`src/rtl/uart_frame_pkg.sv`:
```
// Shared types and constants for the UART frame loader and the circular display shifter.
package uart_frame_pkg;

    typedef enum logic [1:0] {
        HUNT,
        LOAD,
        CHECK,
        COMMIT
    } state_t;

    localparam logic [7:0] SYNC_WORD_DEFAULT = 8'hA5;

    // Byte i at [8*i +: 8]; also the shifter's power-on pattern.
    localparam logic [127:0] RESET_IMAGE = 128'h00000000_102040FF_FF402010_00000000;

    function automatic logic [31:0] checksum_add(
        input logic [31:0] sum,
        input logic [31:0] data,
        input int unsigned width
    );
        logic [31:0] mask;
        mask = (width >= 32) ? '1 : ((32'd1 << width) - 32'd1);
        return (sum + data) & mask;
    endfunction

endpackage

```
`src/rtl/uart_frame_loader_timer.sv`:
```
// Inter-byte idle counter: clear has priority, counts while enabled, saturates at terminal count.
module frame_idle_timer #(
    parameter int unsigned TIMEOUT_CYCLES = 1000000
) (
    input  logic clk,
    input  logic rst_n,
    input  logic i_clear,
    input  logic i_enable,
    output logic o_terminal
);

    localparam int unsigned CW = $clog2(TIMEOUT_CYCLES);
    localparam logic [CW-1:0] L_TERM = CW'(TIMEOUT_CYCLES - 1);

    logic [CW-1:0] r_count;

    always_ff @(posedge clk or negedge rst_n) begin
        if (!rst_n) begin
            r_count <= '0;
        end else if (i_clear) begin
            r_count <= '0;
        end else if (i_enable && (r_count != L_TERM)) begin
            r_count <= r_count + CW'(1);
        end
    end

    assign o_terminal = (r_count == L_TERM);

endmodule

```
`src/rtl/uart_frame_loader.sv`:
```
// Framed byte-stream loader: hunts for sync, collects SIZE bytes plus checksum, commits atomically.
module uart_frame_loader
    import uart_frame_pkg::*;
#(
    parameter int unsigned      WIDTH          = 8,
    parameter int unsigned      SIZE           = 16,
    parameter logic [WIDTH-1:0] SYNC_WORD      = WIDTH'(SYNC_WORD_DEFAULT),
    parameter int unsigned      TIMEOUT_CYCLES = 1000000
) (
    input  logic                    clk,
    input  logic                    rst_n,
    input  logic [WIDTH-1:0]        in_data,
    input  logic                    in_valid,
    output logic                    in_ready,
    output logic [WIDTH*SIZE-1:0]   frame_out,
    output logic                    frame_update,
    output logic                    err_checksum,
    output logic                    err_timeout,
    output logic                    busy
);

    localparam int unsigned IW = $clog2(SIZE);
    localparam logic [IW-1:0] L_LAST = IW'(SIZE - 1);
    localparam logic [WIDTH*SIZE-1:0] L_RESET_IMAGE = (WIDTH*SIZE)'(RESET_IMAGE);

    state_t                  r_state, w_state_next;
    logic [WIDTH*SIZE-1:0]   r_shadow, r_frame;
    logic [IW-1:0]           r_index;
    logic [WIDTH-1:0]        r_sum, w_sum_next;
    logic                    r_update, r_err_cs, r_err_to;
    logic                    w_update_next, w_err_cs_next, w_err_to_next;
    logic                    w_accept, w_in_frame, w_timeout;

    assign in_ready   = (r_state != COMMIT);
    assign busy       = (r_state != HUNT);
    assign w_accept   = in_valid && in_ready;
    assign w_in_frame = (r_state == LOAD) || (r_state == CHECK);
    assign w_sum_next = WIDTH'(checksum_add(32'(r_sum), 32'(in_data), WIDTH));

    frame_idle_timer #(
        .TIMEOUT_CYCLES(TIMEOUT_CYCLES)
    ) u_idle_timer (
        .clk       (clk),
        .rst_n     (rst_n),
        .i_clear   (w_accept || !w_in_frame),
        .i_enable  (w_in_frame),
        .o_terminal(w_timeout)
    );

    always_ff @(posedge clk or negedge rst_n) begin
        if (!rst_n) begin
            r_state  <= HUNT;
            r_update <= 1'b0;
            r_err_cs <= 1'b0;
            r_err_to <= 1'b0;
        end else begin
            r_state  <= w_state_next;
            r_update <= w_update_next;
            r_err_cs <= w_err_cs_next;
            r_err_to <= w_err_to_next;
        end
    end

    // An accepted byte always takes precedence over a coincident timeout.
    always_comb begin
        w_state_next  = r_state;
        w_update_next = 1'b0;
        w_err_cs_next = 1'b0;
        w_err_to_next = 1'b0;
        case (r_state)
            HUNT: begin
                if (w_accept && (in_data == SYNC_WORD)) w_state_next = LOAD;
            end
            LOAD: begin
                if (w_accept) begin
                    if (r_index == L_LAST) w_state_next = CHECK;
                end else if (w_timeout) begin
                    w_state_next  = HUNT;
                    w_err_to_next = 1'b1;
                end
            end
            CHECK: begin
                if (w_accept) begin
                    if (in_data == r_sum) begin
                        w_state_next = COMMIT;
                    end else begin
                        w_state_next  = HUNT;
                        w_err_cs_next = 1'b1;
                    end
                end else if (w_timeout) begin
                    w_state_next  = HUNT;
                    w_err_to_next = 1'b1;
                end
            end
            COMMIT: begin
                w_state_next  = HUNT;
                w_update_next = 1'b1;
            end
            default: w_state_next = HUNT;
        endcase
    end

    always_ff @(posedge clk or negedge rst_n) begin
        if (!rst_n) begin
            r_shadow <= '0;
            r_index  <= '0;
            r_sum    <= '0;
            r_frame  <= L_RESET_IMAGE;
        end else begin
            if (w_accept) begin
                case (r_state)
                    HUNT: begin
                        if (in_data == SYNC_WORD) begin
                            r_index <= '0;
                            r_sum   <= '0;
                        end
                    end
                    LOAD: begin
                        r_shadow[WIDTH*r_index +: WIDTH] <= in_data;
                        r_sum <= w_sum_next;
                        if (r_index != L_LAST) r_index <= r_index + IW'(1);
                    end
                    default: ;
                endcase
            end
            if (r_state == COMMIT) r_frame <= r_shadow;
        end
    end

    assign frame_out    = r_frame;
    assign frame_update = r_update;
    assign err_checksum = r_err_cs;
    assign err_timeout  = r_err_to;

endmodule

```
`config.mk`:
```
export PLATFORM = sky130hd
export DESIGN_NAME = uart_frame_loader
export DESIGN_NICKNAME = d
export VERILOG_FILES = /design/src/rtl/uart_frame_pkg.sv /design/src/rtl/uart_frame_loader_timer.sv /design/src/rtl/uart_frame_loader.sv
export SDC_FILE = /design/constraint.sdc
export NUM_CORES = 1
export LEC_CHECK = 0
export CAP_MARGIN = 40
export CORE_UTILIZATION = 40
export DETAILED_ROUTE_END_ITERATION = 8
export GPL_TIMING_DRIVEN = 0
export PLACE_DENSITY = 0.62
export SKIP_LAST_GASP = 1
export SLEW_MARGIN = 20
export SYNTH_ARGS = -nofsm -noshare
export SYNTH_HDL_FRONTEND = slang
export SYNTH_SLANG_ARGS = --single-unit
```
`constraint.sdc`:
```
create_clock -name clk -period 3.5 [get_ports clk]
set_clock_uncertainty 0.15 [all_clocks]
set_input_delay 0.7 -clock clk [delete_from_list [all_inputs] [get_ports clk]]
set_output_delay 0.7 -clock clk [all_outputs]
set_load 0.05 [all_outputs]
```
After elaboration in Yosys (flattened, before gate mapping):

Cells that the tools add are included.

* flip-flop bits (word level): 293
* bits in latches: 0
* logic and storage cells: 66
* memories: 0
* ROM bits: 0
* output and inout port bits: 133
* memory bits (writable): 0
* input port bits: 11

* divide/modulo/power cells: 0
* $mul: 0
* add/sub/neg operators: 4
* muxes and demuxes: 22
* bitwise operators: 0
* reduce and logical (&&, ||, !) cells: 15
* shift operators: 2
* magnitude comparators: 0
* equality and inequality tests: 14

Operators with widths (number)
* 128-bit bitwise mux: 1
* 8-bit by 34-bit variable shift with 128-bit output, first input constant: 1
* 8-bit by 34-bit indexed part select with 128-bit output: 1
* 20-bit two-way mux: 2
* 7-bit negation with 34-bit output: 1
* 20-bit by 1-bit adder with 20-bit output, second input constant: 1
* 20-bit equality test, second input constant: 1
* 20-bit != test, second input constant: 1
* 8-bit case mux with 2 select lines: 1
* 2-bit two-way mux: 6
* 8-bit adder: 1
* 8-bit equality test: 1
* 8-bit equality test, second input constant: 1
* 4-bit two-way mux: 2
* 8-bit two-way mux: 1
* 2-bit case mux with 4 select lines: 1
* 4-bit case mux with 2 select lines: 1
* 1-bit two-way mux: 7
* 2-bit != test, second input constant: 3
* 2-bit nonzero test: 3
* 4-bit by 1-bit adder with 4-bit output, second input constant: 1
* 2-bit equality test, second input constant: 2
* 4-bit equality test, second input constant: 1
* 4-bit != test, second input constant: 1
* other kinds (11): 15

Depth between registers and ports, before layout:

* word-level depth: 5
* depth in mapped cells: 10
* mapped depth without buffers: 7

Modules after synthesis:

Synthesis repeated with hierarchy kept, for this count alone.

* cells, all modules: 1001
* area total of the unflattened synthesis: 12568.3 um2

By module, submodules not included
* uart_frame_loader: cells each 887, area each 11418.5 um2, times used 1, seq. area each 6859.1 um2
* frame_idle_timer: cells each 114, area each 1149.9 um2, times used 1, seq. area each 500.5 um2

Worst setup path before layout:

OpenSTA, ideal clock, no wires.

* path kind: register -> register
* start: reg r_index[0]
* end: reg r_shadow[112]
* period minus slack after synthesis: 2751 ps
* cell stages (with the launch flop): 9
* arrival time: 2476 ps
* path buffers: 1
* setup slack: 749 ps
* required time: 3225 ps
* setup time: 125 ps
* cells stage by stage: dfrtp_1 clkbuf_1 inv_1 ha_1 nand2b_1 a2111oi_4 nand2_4 nor3_4 mux2_2

* cells in the longest elaborated chain, start to end: 3
* elaborated cells between the ends (all ways): 4
* those cells by class: 1 x add/sub; 2 x shift; 1 x mux

RTL lines
* from (decl): line uart_frame_loader.sv:28 `logic [IW-1:0] r_index;`
* from (signal assigned): line uart_frame_loader.sv:121 `if (r_index != L_LAST) r_index <= r_index + IW'(1);`
* 7-bit negation with 34-bit output *: line uart_frame_loader.sv:119 `r_shadow[WIDTH*r_index +: WIDTH] <= in_data;`
* 8-bit by 34-bit indexed part select with 128-bit output or 8-bit by 34-bit variable shift with 128-bit output (tied branches): line uart_frame_loader.sv:119
* 128-bit bitwise mux *: line uart_frame_loader.sv:119
* to (signal, indexed assignment): line uart_frame_loader.sv:119
* to (decl): line uart_frame_loader.sv:27 `logic [WIDTH*SIZE-1:0] r_shadow, r_frame;`

Mark *: on every way between the ends. The rest lies on a longest branch, timed or not.
A chain may end at the register's enable or synchronous reset.

Worst setup path in the final report:

Ends and elaborated chain as after synthesis.

==> flow_metrics.py <==
metrics = {
    "outcome": {
        "status": "finished clean",
    },
    "placement": {
        "pre_cts_slack_ps": 115.0,
        "gp_congestion": 0.8222,
        "port_buffers": 143,
        "dp_hpwl_mm": 20.23,
    },
    "hold_path": {
        "whs_endpoint": "r_shadow[67]",
        "min_from": "r_shadow[67]",
        "whs_path_depth": 2,
        "hp-class": "reg -> reg",
    },
    "clocking": {
        "path_clk_slew_ps": 60,
        "clock_path_buffers": 3,
        "cts_resized": 0,
        "cts.htree.levels": 1,
        "cts_made_buffers": 31,
        "tritoncts": "built",
        "clk_latency_ps": 570,
        "root_buffer": "clkbuf_16",
        "clock_sinks": 293,
    },
    "final_layout": {
        "n_antenna_cell": 0,
        "area_growth_pct": 24.67,
        "mostFrequentLayoutCell": "dfrtp_1",
        "post-route-util_pct": 50.97,
        "fin_nets": 1221,
        "drive_gt1_share_pct": 20.97,
        "layout_common_cells": "dfrtp_1 (271), nand2_1 (165), mux2_2 (152)",
    },
    "detailed_routing": {
        "detail-route-antenna-nets": 0,
        "wl_mm": 29.32,
        "dr.pass1.iters": 5,
        "drt-vias-per-instance": 5.118,
        "wire_per_inst_um": 18.25,
        "vias": 8220,
        "drt_iter0_drc": 596,
        "route.detailed.drc": 0,
    },
    "critical_path": {
        "cpPeakStageDelay_ps": 590,
        "slowest_stage": "a2111oi_4",
        "crit_required_ps": 3810,
        "crit_fanout": 8,
        "path_cells": "clkbuf_1 -> inv_1 -> ha_1 -> nand2b_1 -> a2111oi_4 -> nand2_4 -> nor3_4 -> mux2_2",
        "critPathBufInv": 2,
        "r2r-end": "r_shadow[112]",
        "crit_type": "reg -> reg",
        "arrival_ps": 3550,
        "setup.worst_path.start_class": "flip-flop",
        "worstSetupEndpointType": "flip-flop",
        "reg2reg_slack_ps": 260,
        "path_delay_family": "simple AND/OR/NAND/NOR gates",
        "ff2ff_path_depth": 8,
        "r2r-start": "r_index[0]",
    },
    "floorplanning": {
        "start_util_pct": 40.88,
        "io_pins": 144,
        "die_h_um": 176.7,
        "fp-row-count": 63,
        "core-area_um2": 29870,
        "die_area_um2": 31240,
        "die_x_um": 176.7,
    },
    "logic_synthesis": {
        "synth_cell_type_count": 59,
        "synthCells": 1007,
        "ys.flop_type": "dfrtp_1",
        "synth_edf_count": 0,
        "syn_avg_cell_area_um2": 12.13,
        "synth_nets": 1037,
        "yosysSeqAreaShare_pct": 60.26,
        "synthArstFlopShare_pct": 100.0,
        "syn-cell-area_um2": 12210,
        "synth_seq_cells": 293,
        "synth_warnings": 0,
    },
    "pwr": {
        "ir_worst_vdd_v": 0.0004825,
        "p_per_area_nw_per_um2": 711.9,
        "total_power_mw": 10.84,
        "p_leak_nw": 6.752,
    },
    "sta": {
        "drv_slew": 0,
        "fin_setup_tns_ps": 0,
        "worst_slack_ps": 263.5,
        "hold_viol": 0,
        "hold_ws_ps": 322.5,
        "worst_slew_pin_slew_ps": 744.0,
        "relSlewSlack_pct": 50.40,
        "final.period_utilization_pct": 92.47,
        "fmax_mhz": 309.0,
        "setup_viol": 0,
        "min_period_ps": 3236,
        "rsz0062_at_grt": "no",
    },
    "global_route": {
        "grt_pass1_wl_mm": 46.64,
        "grt.overflow.total": 0,
        "antenna_found_initial": 0,
        "grt_use_total_pct": 19.22,
        "grt_pass1_vias": 8285,
        "grt_max_degree": 99,
    },
    "run": {
        "max_cap_violations": 0,
    },
}
==> per-stage QoR <==
step           instances  cell area (um^2)
2_1_floorplan       1007             12210
3_3_place_gp        1540             14130
3_5_place_dp        1546             14250
4_1_cts             1605             15210
5_1_grt             1606             15230
6_report            1606             15230
==> per-layer routing <==
| layer | vias to the layer above | part of all wire (%) | track usage [%] |
|---|---|---|---|
| met2 | 208 | 47 | 30.62 |
| met3 | 46 | 4.8 | 2.771 |
| met5 | - | 0 | 0 |
| met4 | 0 | 2.1 | 4.741 |
| li1 | 3854 | - | - |
| met1 | 4112 | 46 | 27.56 |
==> kinds of logic after synthesis <==
family | share of synthesized area, %
DFF | 60.26
and+or+nand+nor | 10.79
buffers and inverters | 2.684
muxes | 14.75
AOI/OAI and AO/OA | 7.930
xor gates and xnor gates | 1.578
adders and majority gates | 2.008
==> cell type report <==
cell class | count | area [um^2]
fillers | 2682 | 14650
flip-flops and latches | 293 | 7360
multi-input cells | 634 | 4526
repair buffers | 151 | 1577
clock buffers | 48 | 879.6
well taps | 390 | 488.0
plain buffers | 51 | 219.0
inverters | 29 | 108.9
clock inverters | 10 | 68.82
==> sequential cells by signal, summed over array words and instances, names as in the netlist <==
signal                cells
r_index                   4
u_idle_timer.r_count     20
err_checksum              1
r_state                   2
r_sum                     8
frame_update              1
frame_out               128
err_timeout               1
r_shadow                128
==> power by group <==
group          internal (mW)  switching (mW)
clock network           1.73            1.32
registers               3.86           0.284
logic                   1.24            2.41
==> worst reg2reg max path: cells and delay by family (launching register included) <==
kind                     cells  cell delay (ps)
flip-flops                   1              400
AO/OA/AOI/OAI                1              590
multiplexers                 1              400
AND/OR/NAND/NOR              3              780
adder cells (fa/ha/maj)      1              280
buffers and inverters        2              540
==> worst max-delay path by stage <==
stage                         end       start  cells past startpoint
finish              r_shadow[112]  r_index[0]                      8
global route        r_shadow[112]  r_index[0]                      8
global placement      r_shadow[4]       rst_n                      1
detailed placement   r_shadow[86]    in_valid                      6
floorplan           r_shadow[112]  r_index[0]                      8
CTS                  r_shadow[86]  r_index[0]                      8
==> cell usage after synthesis, types with 2 or more instances <==
library cell	n	area share [%]
ha_1	18	1.8
nand2_1	165	5.1
nor2_1	34	1.0
a31oi_1	2	0.10
nor4_4	2	0.35
buf_4	2	0.12
and3_1	8	0.41
xnor2_1	13	0.93
mux2_2	152	14
nand2b_1	3	0.15
or3_1	2	0.10
dfrtp_1	271	56
nand4_1	5	0.26
nor3_4	2	0.27
xor2_1	9	0.65
buf_2	16	0.66
and2_1	14	0.72
o211ai_1	2	0.12
a21o_1	5	0.31
nor3b_1	3	0.18
a211oi_1	3	0.18
o21ai_0	75	3.1
a22o_1	5	0.36
a21oi_1	11	0.45
mux2i_1	9	0.74
o31ai_1	34	2.1
nor3_1	7	0.29
dfstp_2	22	4.7
a311oi_1	2	0.14
clkbuf_1	32	0.98
inv_1	29	0.89
nand3_1	23	0.94
==> what timing repair did <==
item                                    CTS  global route
buffers inserted                          0             1
hold endpoints to repair                 18             0
endpoints found under the setup margin    0             1
hold buffers                              1             0
(Power assumes the default switching activity.)
